$ cat config.mk
export PLATFORM = sky130hd
export DESIGN_NAME = crc32_d64
export DESIGN_NICKNAME = d
export VERILOG_FILES = /design/src/rtl/xgmii_pkg.sv /design/src/rtl/crc32_d64.sv
export SDC_FILE = /design/constraint.sdc
export NUM_CORES = 1
export LEC_CHECK = 0
export CORE_ASPECT_RATIO = 2
export CORE_MARGIN = 3
export CORE_UTILIZATION = 55
export DETAILED_ROUTE_END_ITERATION = 10
export GPL_TIMING_DRIVEN = 0
export PLACE_DENSITY = 0.89
export SLEW_MARGIN = 10
export SYNTH_ARGS = -nofsm -noshare
export SYNTH_HDL_FRONTEND = slang
export SYNTH_SLANG_ARGS = --single-unit
$ cat constraint.sdc
create_clock -name vclk -period 11.9
set_input_delay 1.785 -clock vclk [all_inputs]
set_output_delay 1.785 -clock vclk [all_outputs]
set_load 0.02 [all_outputs]
$ cat src/rtl/xgmii_pkg.sv
// Shared XGMII receive definitions: control characters, CRC-32 constants,
// receive FSM states and the per-frame error-flag payload.
// Also holds the byte-serial CRC-32 step used by the 64-bit CRC block.
package xgmii_pkg;

  localparam int unsigned DATA_W = 64;
  localparam int unsigned CTRL_W = 8;
  localparam int unsigned NLANES = 8;
  localparam int unsigned LEN_W  = 16;

  localparam logic [7:0] XGMII_IDLE  = 8'h07;
  localparam logic [7:0] XGMII_START = 8'hFB;
  localparam logic [7:0] XGMII_TERM  = 8'hFD;
  localparam logic [7:0] XGMII_ERR   = 8'hFE;
  localparam logic [7:0] PREAMBLE    = 8'h55;
  localparam logic [7:0] SFD         = 8'hD5;

  localparam logic [31:0] CRC_POLY    = 32'hEDB88320;
  localparam logic [31:0] CRC_INIT    = 32'hFFFFFFFF;
  localparam logic [31:0] CRC_RESIDUE = 32'hDEBB20E3;

  typedef enum logic {
    IDLE = 1'b0,
    DATA = 1'b1
  } rx_state_e;

  // Per-frame error cause, MSB first: {fcs, len, ctrl, preamble}
  typedef struct packed {
    logic fcs;
    logic len;
    logic ctrl;
    logic pre;
  } err_flags_t;

  // One reflected CRC-32 byte step, bits consumed LSB first
  function automatic logic [31:0] crc32_byte(input logic [31:0] crc, input logic [7:0] b);
    logic [31:0] c;
    c = crc ^ {24'd0, b};
    for (int i = 0; i < 8; i++) begin
      c = c[0] ? ((c >> 1) ^ CRC_POLY) : (c >> 1);
    end
    return c;
  endfunction

endpackage

$ cat src/rtl/crc32_d64.sv
// Combinational next-CRC over the low nbytes_i lanes of a 64-bit word.
// Lane 0 (bits 7:0) is processed first; nbytes_i = 0 passes crc_i through.
//   crc_i    : current CRC register
//   data_i   : 8 byte lanes
//   nbytes_i : number of valid lanes starting at lane 0 (0..8)
//   crc_c    : CRC after consuming the valid lanes
module crc32_d64
  import xgmii_pkg::*;
(
  input  logic [31:0]       crc_i,
  input  logic [DATA_W-1:0] data_i,
  input  logic [3:0]        nbytes_i,
  output logic [31:0]       crc_c
);

  always_comb begin
    crc_c = crc_i;
    for (int unsigned i = 0; i < NLANES; i++) begin
      if (4'(i) < nbytes_i) begin
        crc_c = crc32_byte(crc_c, data_i[8*i +: 8]);
      end
    end
  end

endmodule

==> metrics.md, run 1 <==
| Metric | Value |
|---|---|
| Largest net degree at the start of global routing | `11` |
| Chip Height | `214 um` |
| Area contributors post-synth | `xnor2_1 (24%), xnor3_1 (12%), xor2_1 (7.7%), mux2i_1 (6.9%), nor2_1 (4.1%)` |
| I/O Pins | `132` |
| First-pass GRT wire length | `126000 um` |
| Post-detail-place hpwl | `43700 um` |
| Mean post-synth cell area | `8.17 um2` |
| # hold bufs at CTS | `0` |
| Yosys top cell by area | `xnor2_1` |
| Synthesized cell area | `approximately 12000 um2` |
| Syn Nets | `1562` |
| Die X | `approximately 110 um` |
| IO buf count | `~120` |
| Status | `stopped before the end` |
| Initial Util | `0.563` |
| Num rows | `75` |
| Grt ovf | `547` |
| Vias in the first global route | `17.4k` |
| Syn Inst Count | `1462` |
| Register area share after synthesis | `0` |
| GP Congestion | `1.09` |
| Failing step | `global routing` |
| Synth warn | `0` |
| Synth unique cells | `97` |
| Total GRT Usage | `0.692` |
| Run-stopping error | `[ERROR GRT-0116] Global routing finished with congestion. Check the congestion regions in the DRC Viewer.` |
| Yosys top cell area share | `0.244` |
synthesized netlist by cell type, types with 7 or more instances:
master / n
a211oi_1: 19
nor2_1: 132
nor4_1: 17
a21oi_1: 98
buf_4: 11
nand4_1: 23
nand3_1: 27
nand2_1: 107
a21o_1: 18
a31oi_1: 10
mux2_2: 18
inv_1: 10
xor2_2: 9
xnor3_1: 66
and2_1: 13
o21ai_0: 64
clkbuf_1: 47
xnor2_4: 9
or3_1: 8
and3_1: 11
nor3_1: 20
mux2i_1: 82
xor3_1: 9
xnor2_1: 333
o211ai_1: 18
o21a_1: 7
buf_2: 18
xnor2_2: 16
xor2_1: 105
metal layers:
layer	overflow	GRT usage
met1	9	0.626
met3	5	0.508
met2	380	0.917
met5	3	0.152
met4	150	0.730
cells by family after synthesis:
family / share of synthesized area
AOI/OAI and AO/OA: 0.170
muxes: 0.0906
buffers and inverters: 0.0363
xor gates and xnor gates: 0.531
and+or+nand+nor: 0.172
through the flow:
stage	worst slack, ns	instance area, um2	std cells
global placement	-4.71	13800	1855
CTS	-0.514	16800	2034
detailed placement	-3.85	13800	1856
floorplan	0.0274	12200	1462
what timing repair did:
action / 4_1_cts
gates resized for setup: 417
pin swaps: 112
buffers inserted: 200
endpoints found under the setup margin: 32
==> inputs of run 2 (changes only) <==
--- a/config.mk
+++ b/config.mk
@@ -5,12 +5,11 @@
 export SDC_FILE = /design/constraint.sdc
 export NUM_CORES = 1
 export LEC_CHECK = 0
-export CORE_ASPECT_RATIO = 2
 export CORE_MARGIN = 3
-export CORE_UTILIZATION = 55
+export CORE_UTILIZATION = 40
 export DETAILED_ROUTE_END_ITERATION = 10
 export GPL_TIMING_DRIVEN = 0
-export PLACE_DENSITY = 0.89
+export PLACE_DENSITY_LB_ADDON = 0.15
 export SLEW_MARGIN = 10
 export SYNTH_ARGS = -nofsm -noshare
 export SYNTH_HDL_FRONTEND = slang
==> constraint.sdc (replaced) <==
create_clock -name vclk -period 15.45
set_input_delay 2.3175 -clock vclk [all_inputs]
set_output_delay 2.3175 -clock vclk [all_outputs]
set_load 0.02 [all_outputs]
==> run 2 against run 1 <==
Net effect: the flow now finishes without violations; area after synthesis is the same; synthesized cell count is the same.
==> metrics.md, run 2 <==
| Metric | Value |
|---|---|
| Syn Nets | `1562` |
| Final critical-path required period | `15.16 ns` |
| Syn-to-layout area delta | `21.9%` |
| Core Util, Final | `0.501` |
| CP max stage cell | `clkdlybuf4s50_1` |
| Post-layout nets | `1729` |
| Synth top cells by count | `xnor2_1 (333), nor2_1 (132), nand2_1 (107)` |
| IO buf count | `124` |
| Antenna violations before repair | `0` |
| Chip Height | `179 um` |
| # diodes | `0` |
| Peak Freq | `66.0 MHz` |
| Footprint of the multi-input gates | `12100 um2` |
| Antenna Nets Post-Route | `0` |
| Number of fill cells | `~2.9k` |
| Most common cell in the synthesized netlist | `xnor2_1` |
| First-pass GRT wire length | `63700 um` |
| Register area share after synthesis | `0` |
| Final hold violations | `0` |
| Mean post-synth cell area | `8.17 um2` |
| Yosys top cell by area | `xnor2_1` |
| Largest delay share family, worst path | `XOR/XNOR gates` |
| Finished Cell Area | `roughly 15000 um2` |
| GP Congestion | `0.920` |
| Status | `completed` |
| Area contributors post-synth | `xnor2_1 (24%), xnor3_1 (12%), xor2_1 (7.7%), mux2i_1 (6.9%), nor2_1 (4.1%)` |
| Synth unique cells | `97` |
| Final Slew Violations | `0` |
| Critical Path AT | `12.84 ns` |
| Seq cells | `0` |
| DRC viols | `0` |
| Hold Path Class | `input port to output port` |
| Grt ovf | `0` |
| Worst Setup End Kind | `output port` |
| Storage cell area | `0 um2` |
| Worst setup path class | `input port to output port` |
| Worst Tran Pin Value | `1.07 ns` |
| Syn Inst Count | `1462` |
| Pre-CTS setup slack | `-1.07 ns` |
| Drt wl/cell | `around 21 um` |
| Synthesized cell area | `11900 um2` |
| Period utilisation layout | `0.981` |
| DIE AREA | `roughly 32000 um2` |
| Largest net degree at the start of global routing | `11` |
| Num rows | `62` |
| Req. time, crit path | `13.13 ns` |
| Clkbuf count | `0` |
| Final WS setup | `0.293 ns` |
| Vias per std cell | `5.63` |
| Crit path largest cell delay | `roughly 0.64 ns` |
| Total GRT Usage | `0.257` |
| Setup TNS | `0 ns` |
| Max-Cap Viols | `0` |
| Routed vias | `11.3k` |
| Post-detail-place hpwl | `35300 um` |
| Worst path bufs/invs | `5` |
| Most common cell after layout, fill and taps aside | `xnor2_1` |
| Post-Route WL | `42900 um` |
| CP dominant cell by count | `xnor2_2` |
| CP Launch Type | `input port` |
| CP Launch Point | `nbytes_i[1]` |
| Yosys top cell area share | `0.244` |
| Layout cells sized above 1 | `0.137` |
| Drt pass-1 iters | `5` |
| Initial Util | `0.411` |
| Crit path capture | `crc_c[20]` |
| Drt initial violations | `897` |
| Vias in the first global route | `10.8k` |
| Most frequent cells in the layout | `xnor2_1 (313), nor2_1 (132), clkdlybuf4s50_1 (122)` |
| CORE AREA | `29100 um2` |
| I/O Pins | `132` |
| Synth warn | `0` |
| Endpoints failing setup | `0` |
| WP depth | `33` |
| Post-DP Area | `13700 um2` |
| Critical Path Fanout Max | `8` |
| Die X | `179 um` |
| Worst slew margin | `0.283` |
[run 2: cell counts after synthesis]
Identical to the previous run, type by type.
[run 2: cell families (layout without fill, tap and decap cells)]
logic type | after synthesis | count (layout) | share of synthesized area
AND/OR/NAND/NOR | 410 | 410 | 0.172
buffers and inverters | 95 | 260 | 0.0363
multiplexers | 103 | 103 | 0.0906
XOR/XNOR | 553 | 553 | 0.531
AO/OA/AOI/OAI | 301 | 301 | 0.170
[run 2: tightest hold or removal path, cell delays in order]
cell and delay (ns):
buf_2 0.17, clkbuf_1 0.26, a211oi_1 0.22, a21oi_1 0.06, clkdlybuf4s50_1 0.53
[run 2: timing repair]
| item | in CTS | in global routing |
|---|---|---|
| buffers inserted | 18 | 23 |
| hold buffers | 0 | 0 |
| gates resized for setup | 40 | 40 |
| endpoints found under the setup margin | 30 | 24 |
| pin swaps | 10 | 12 |
[run 2: worst min path at each step]
stage                      startpoint        to  slack [ns]  cells past startpoint
after floorplan            data_i[63]  crc_c[9]        5.00                      3
after global placement    nbytes_i[3]  crc_c[3]        5.89                      5
after global routing      nbytes_i[3]  crc_c[3]        6.03                      5
after detailed placement  nbytes_i[3]  crc_c[3]        5.89                      5
final                     nbytes_i[3]  crc_c[3]        5.89                      5
after CTS                 nbytes_i[3]  crc_c[3]        5.90                      5
[run 2: cell type report]
type / count / area share
multi-input cells: 1367 / 0.829
repair buffers: 165 / 0.108
well taps: 384 / 0.0330
plain buffers: 83 / 0.0270
inverters: 12 / 0.00309
[run 2: stage by stage]
stage	hold slack, ns	std cells
floorplan	5.00	1462
global placement	5.89	1970
detailed placement	5.89	1970
CTS	5.90	1988
global route	6.03	2011
finish	5.89	2011
[run 2: per-layer routing]
layer / share of wire / track usage / vias up
li1: - / - / 5466
met4: 0.019 / 0.0432 / 0
met1: 0.47 / 0.383 / 5363
met3: 0.070 / 0.0133 / 47
met2: 0.44 / 0.414 / 437
met5: 0 / 0 / -
Power of run 2 is left out: the tool's default activity adds up to more than one toggle a clock period on the data nets, which glitch-free logic cannot reach.
==> inputs of run 3 (changes only) <==
--- a/config.mk
+++ b/config.mk
@@ -6,7 +6,7 @@
 export NUM_CORES = 1
 export LEC_CHECK = 0
 export CORE_MARGIN = 3
-export CORE_UTILIZATION = 40
+export CORE_UTILIZATION = 27
 export DETAILED_ROUTE_END_ITERATION = 10
 export GPL_TIMING_DRIVEN = 0
 export PLACE_DENSITY_LB_ADDON = 0.15
==> run 3 against run 2 <==
Net effect: utilization down 15 points; final area up 3.9%; via count up 0.69%; flip-flop and latch count unchanged; first-iteration DRC count down 5.1%; final cell count up 11%; largest cell class unchanged; highest routed layer unchanged.
==> metrics.md, run 3 (synthesized netlist as in run 2, its figures left out) <==
| Metric | Value |
|---|---|
| Layout cells sized above 1 | `0.156` |
| Num rows | `between 70 and 80` |
| Critical Path AT | `about 13 ns` |
| Total GRT Usage | `0.194` |
| Vias per std cell | `5.11` |
| Post-detail-place hpwl | `~40000 um` |
| Drt pass-1 iters | `6` |
| DIE AREA | `46800 um2` |
| # hold bufs at CTS | `0` |
| Vias in the first global route | `10.9k` |
| Met3 usage | `0.0104` |
| Post-Route WL | `48200 um` |
| Core Util, Final | `0.349` |
| Antenna Nets Post-Route | `0` |
| Drt wl/cell | `between 20 and 25 um` |
| DRC viols | `0` |
| Drt initial violations | `851` |
| Number of fill cells | `roughly 4.6k` |
| Grt met1 use | `0.288` |
| Critical Path Fanout Max | `8` |
| Most Crowded Layer GR | `met2` |
| Peak Freq | `between 60 and 70 MHz` |
| Antenna violations before repair | `1` |
| Worst Tran Pin Value | `0.954 ns` |
| Storage cell area | `0 um2` |
| CP Launch Type | `input port` |
| Req. time, crit path | `13.13 ns` |
| Final critical-path required period | `15.08 ns` |
| Max-Cap Viols | `0` |
| Period utilisation layout | `0.976` |
| Hold Path Class | `input port to output port` |
| Hold_ws | `5.98 ns` |
| Seq cells | `0` |
| Clkbuf count | `0` |
| Worst setup path class | `input port to output port` |
| Crit path largest cell delay | `roughly 0.69 ns` |
| Met2 usage | `0.321` |
| Initial Util | `0.276` |
| Final hold violations | `0` |
| Endpoints failing setup | `0` |
| Setup TNS | `0 ns` |
| IO buf count | `124` |
| Worst slew margin | `0.361` |
| Most frequent cells in the layout | `xnor2_1 (310), nor2_1 (132), clkdlybuf4s50_1 (118)` |
| Final Slew Violations | `0` |
| Most common cell after layout, fill and taps aside | `xnor2_1` |
| Routed vias | `11.4k` |
| Chip Height | `around 220 um` |
| CORE AREA | `43400 um2` |
| Syn-to-layout area delta | `26.7%` |
| Post-layout nets | `about 1.7k` |
| Grt ovf | `0` |
| GP Congestion | `0.857` |
| Status | `completed` |
| First-pass GRT wire length | `between 70000 and 80000 um` |
| CP max stage cell | `clkdlybuf4s50_1` |
| Worst Setup End Kind | `output port` |
| Largest net degree at the start of global routing | `11` |
| Final WS setup | `approximately 0.37 ns` |
| I/O Pins | `132` |
| Pre-CTS setup slack | `-1.49 ns` |
| Die X | `approximately 220 um` |
run 3: cell types whose count changed in the layout (fill, tap and decap cells not counted), moves of 3 or more:
cell,delta
o21ai_0,-3
xnor2_1,-3
dlymetal6s2s_1,+4
buf_4,+14
o21ai_1,+3
xnor2_2,+3
clkdlybuf4s50_1,-4
xor2_4,+3
run 3: through the flow:
step / instance area (um2) / instances
after floorplan: 11900 / 1462
after CTS: 14400 / 2191
after global placement: 13900 / 2171
final: 15100 / 2228
after detailed placement: 13900 / 2171
after global routing: 15100 / 2228
run 3: worst paths after layout:
kind  slack [ns]        start  depth (start not counted)        end
max         0.37     crc_i[5]                         36  crc_c[17]
min         5.98  nbytes_i[3]                          5  crc_c[18]
run 3: repair_timing:
| action | in CTS | in global routing |
|---|---|---|
| pin swaps | 12 | 17 |
| setup buffers | 20 | 37 |
| endpoints found under the setup margin | 32 | 28 |
| gates resized for setup | 52 | 62 |
run 3: area by class of cell:
class                      count  area, um2  share of cell area
antenna                        1       2.50            0.000165
multi-input combinational   1367      12200               0.808
timing repair buffer         181       1730               0.115
buffer                        82        394              0.0260
inverter                      12       45.0             0.00298
tap                          585        732              0.0484
run 3: critical path, delay by kind of cell:
kind | cells | cell delay [ns]
buffers and inverters | 8 | 2.38
AOI/OAI and AO/OA | 9 | 2.31
and+or+nand+nor | 4 | 1.41
muxes | 1 | 0.28
xor gates and xnor gates | 14 | 4.02
run 3: routing by layer:
metal,vias up,part of all wire
met2,272,0.46
met5,-,0
met1,5585,0.49
met4,0,0.013
li1,5491,-
met3,43,0.039
Power of run 3 is left out for the same reason.
==> RTL change: new RTL, settings of run 3 <==
The package constant `NLANES` goes from 8 to 12.
--- a/src/rtl/xgmii_pkg.sv
+++ b/src/rtl/xgmii_pkg.sv
@@ -6,5 +6,5 @@
   localparam int unsigned DATA_W = 64;
   localparam int unsigned CTRL_W = 8;
-  localparam int unsigned NLANES = 8;
+  localparam int unsigned NLANES = 12;
   localparam int unsigned LEN_W  = 16;
 
Check against the original RTL: not equivalent (Yosys sat finds a counterexample).
==> RTL change against run 3 <==
  * Design area grew 6.6%
  * Worst setup slack lost 140 ps
  * Final cell count grew 2.8%
  * Die area grew 6.3%
  * Critical path depth grew 2
  * Core utilization grew 0.20 points
  * Via count grew 4.9%
  * Area after synthesis grew 6.5%
  * Wire length grew 11%
Power is left out: the tool's default activity adds up to more than one toggle a clock period on the data nets, which glitch-free logic cannot reach.
==> RTL change: results (changes against run 3) <==
- Share of cells above drive strength 1: 15.55% (-0.038 points)
- Number of port buffers: 128 (+3.2%)
- Post-Route WL: 53,350 µm (+11%)
- Drt pass-1 iters: 6 (unchanged)
- Seq/Total Area, Yosys: 0% (unchanged)
- GRT Overall Usage: 20.40% (+0.96 points)
- Top cells by count, synth: 298 x xnor2_1, 139 x nor2_1, 127 x nand2_1
- # nets final: 1,793 (+2.8%)
- CP max stage delay: 620 ps (-70 ps)
- Vias in the first global route: 11,540 (+5.5%)
- Slowest stage cell, crit path: clkdlybuf4s50_1
- Seq_cells: 0 (unchanged)
- Net Count, Synth: 1,606 (+2.8%)
- Cell family with most CP delay: XOR/XNOR gates
- Finish-stage setup viols: 0 (unchanged)
- Top cells by area, synth: xnor2_1 21%, xnor3_1 16%, xor2_1 6.6%, mux2i_1 5.1%, nor2_1 4.1%
- Status: finished clean
- Worst min path class: primary input to output port
- Global placer's final weighted congestion: 0.9256 (+8.0%)
- Critical path peak fanout: 9 (+1)
- First-pass GRT wire length: 77,910 µm (+10%)
- Synth warnings: 0 (unchanged)
- # diodes: 0 (-1)
- Hpwl dp: 44,480 µm (+11%)
- Unique masters post-synth: 101 (+4.1%)
- Initial antenna violation count: 0 (-1)
- Post-place setup slack: -1903 ps (-414.0 ps)
- Placed cell area: 0.01475 mm² (+6.0%)
- Worst path arrival time: 12,900 ps (+140 ps)
- Via density: 5.215 (+2.0%)
- Clkbuf count: 0 (unchanged)
- Starting DRT DRC Count: 883 (+3.8%)
- Rel. slew slack: 14.90% (-21 points)
- Largest net degree at the start of global routing: 11 (unchanged)
## RTL change: changes by cell type after synthesis, sizes merged, moves of 8 or more
cell,run 3,this run
buf,34,20
clkbuf,48,61
nand2,107,127
nand4,23,15
nor2,134,143
nor4,20,7
o211ai,18,26
o21ai,68,79
o22ai,3,12
xnor2,358,329
xnor3,69,91
xor3,9,24
## RTL change: worst paths after layout
kind                    start  endpoint  slack [ps]  cells after the start
setup / recovery     crc_i[3]  crc_c[4]         230                     38
hold / removal    nbytes_i[1]  crc_c[3]        5640                      5
## RTL change: layout make-up
class / count / area (µm²)
buffer: 80 / 350.3
fill: 4746 / 29830
inverter: 13 / 48.80
multi-input combinational: 1412 / 13150
tap: 600 / 750.7
timing repair buffer: 186 / 1833
## RTL change: routing by layer
layer / vias up / share of wire [%] / GRT usage [%]
li1: 5737 / - / -
met1: 5803 / 48 / 29.92
met2: 365 / 46 / 33.16
met3: 42 / 4.6 / 1.592
met4: 0 / 1.7 / 3.363
met5: - / 0 / 0
## RTL change: cell families (layout without fill, tap and decap cells)
kind of cell / count (synthesis) / after routing / synth area share (%)
xor+xnor: 554 / 554 / 54.31
simple gates: 410 / 410 / 15.13
compound gates: 358 / 358 / 19.17
buf+inv: 94 / 279 / 3.059
mux: 90 / 90 / 8.331
## RTL change: what timing repair did
action / CTS / global route
setup endpoints to repair: 32 / 31
hold buffers: 0 / 0
pin swaps: 10 / 17
setup buffers: 18 / 40
gates resized for setup: 80 / 67
## RTL change: metrics by stage
step,instances,hold WS (ps),util [%]
2_1_floorplan,1506,5099,-
3_3_place_gp,2234,5773,32.09
3_5_place_dp,2234,5769,32.09
4_1_cts,2251,5745,33.58
5_1_grt,2291,5699,35.11
6_report,2291,5639,35.11
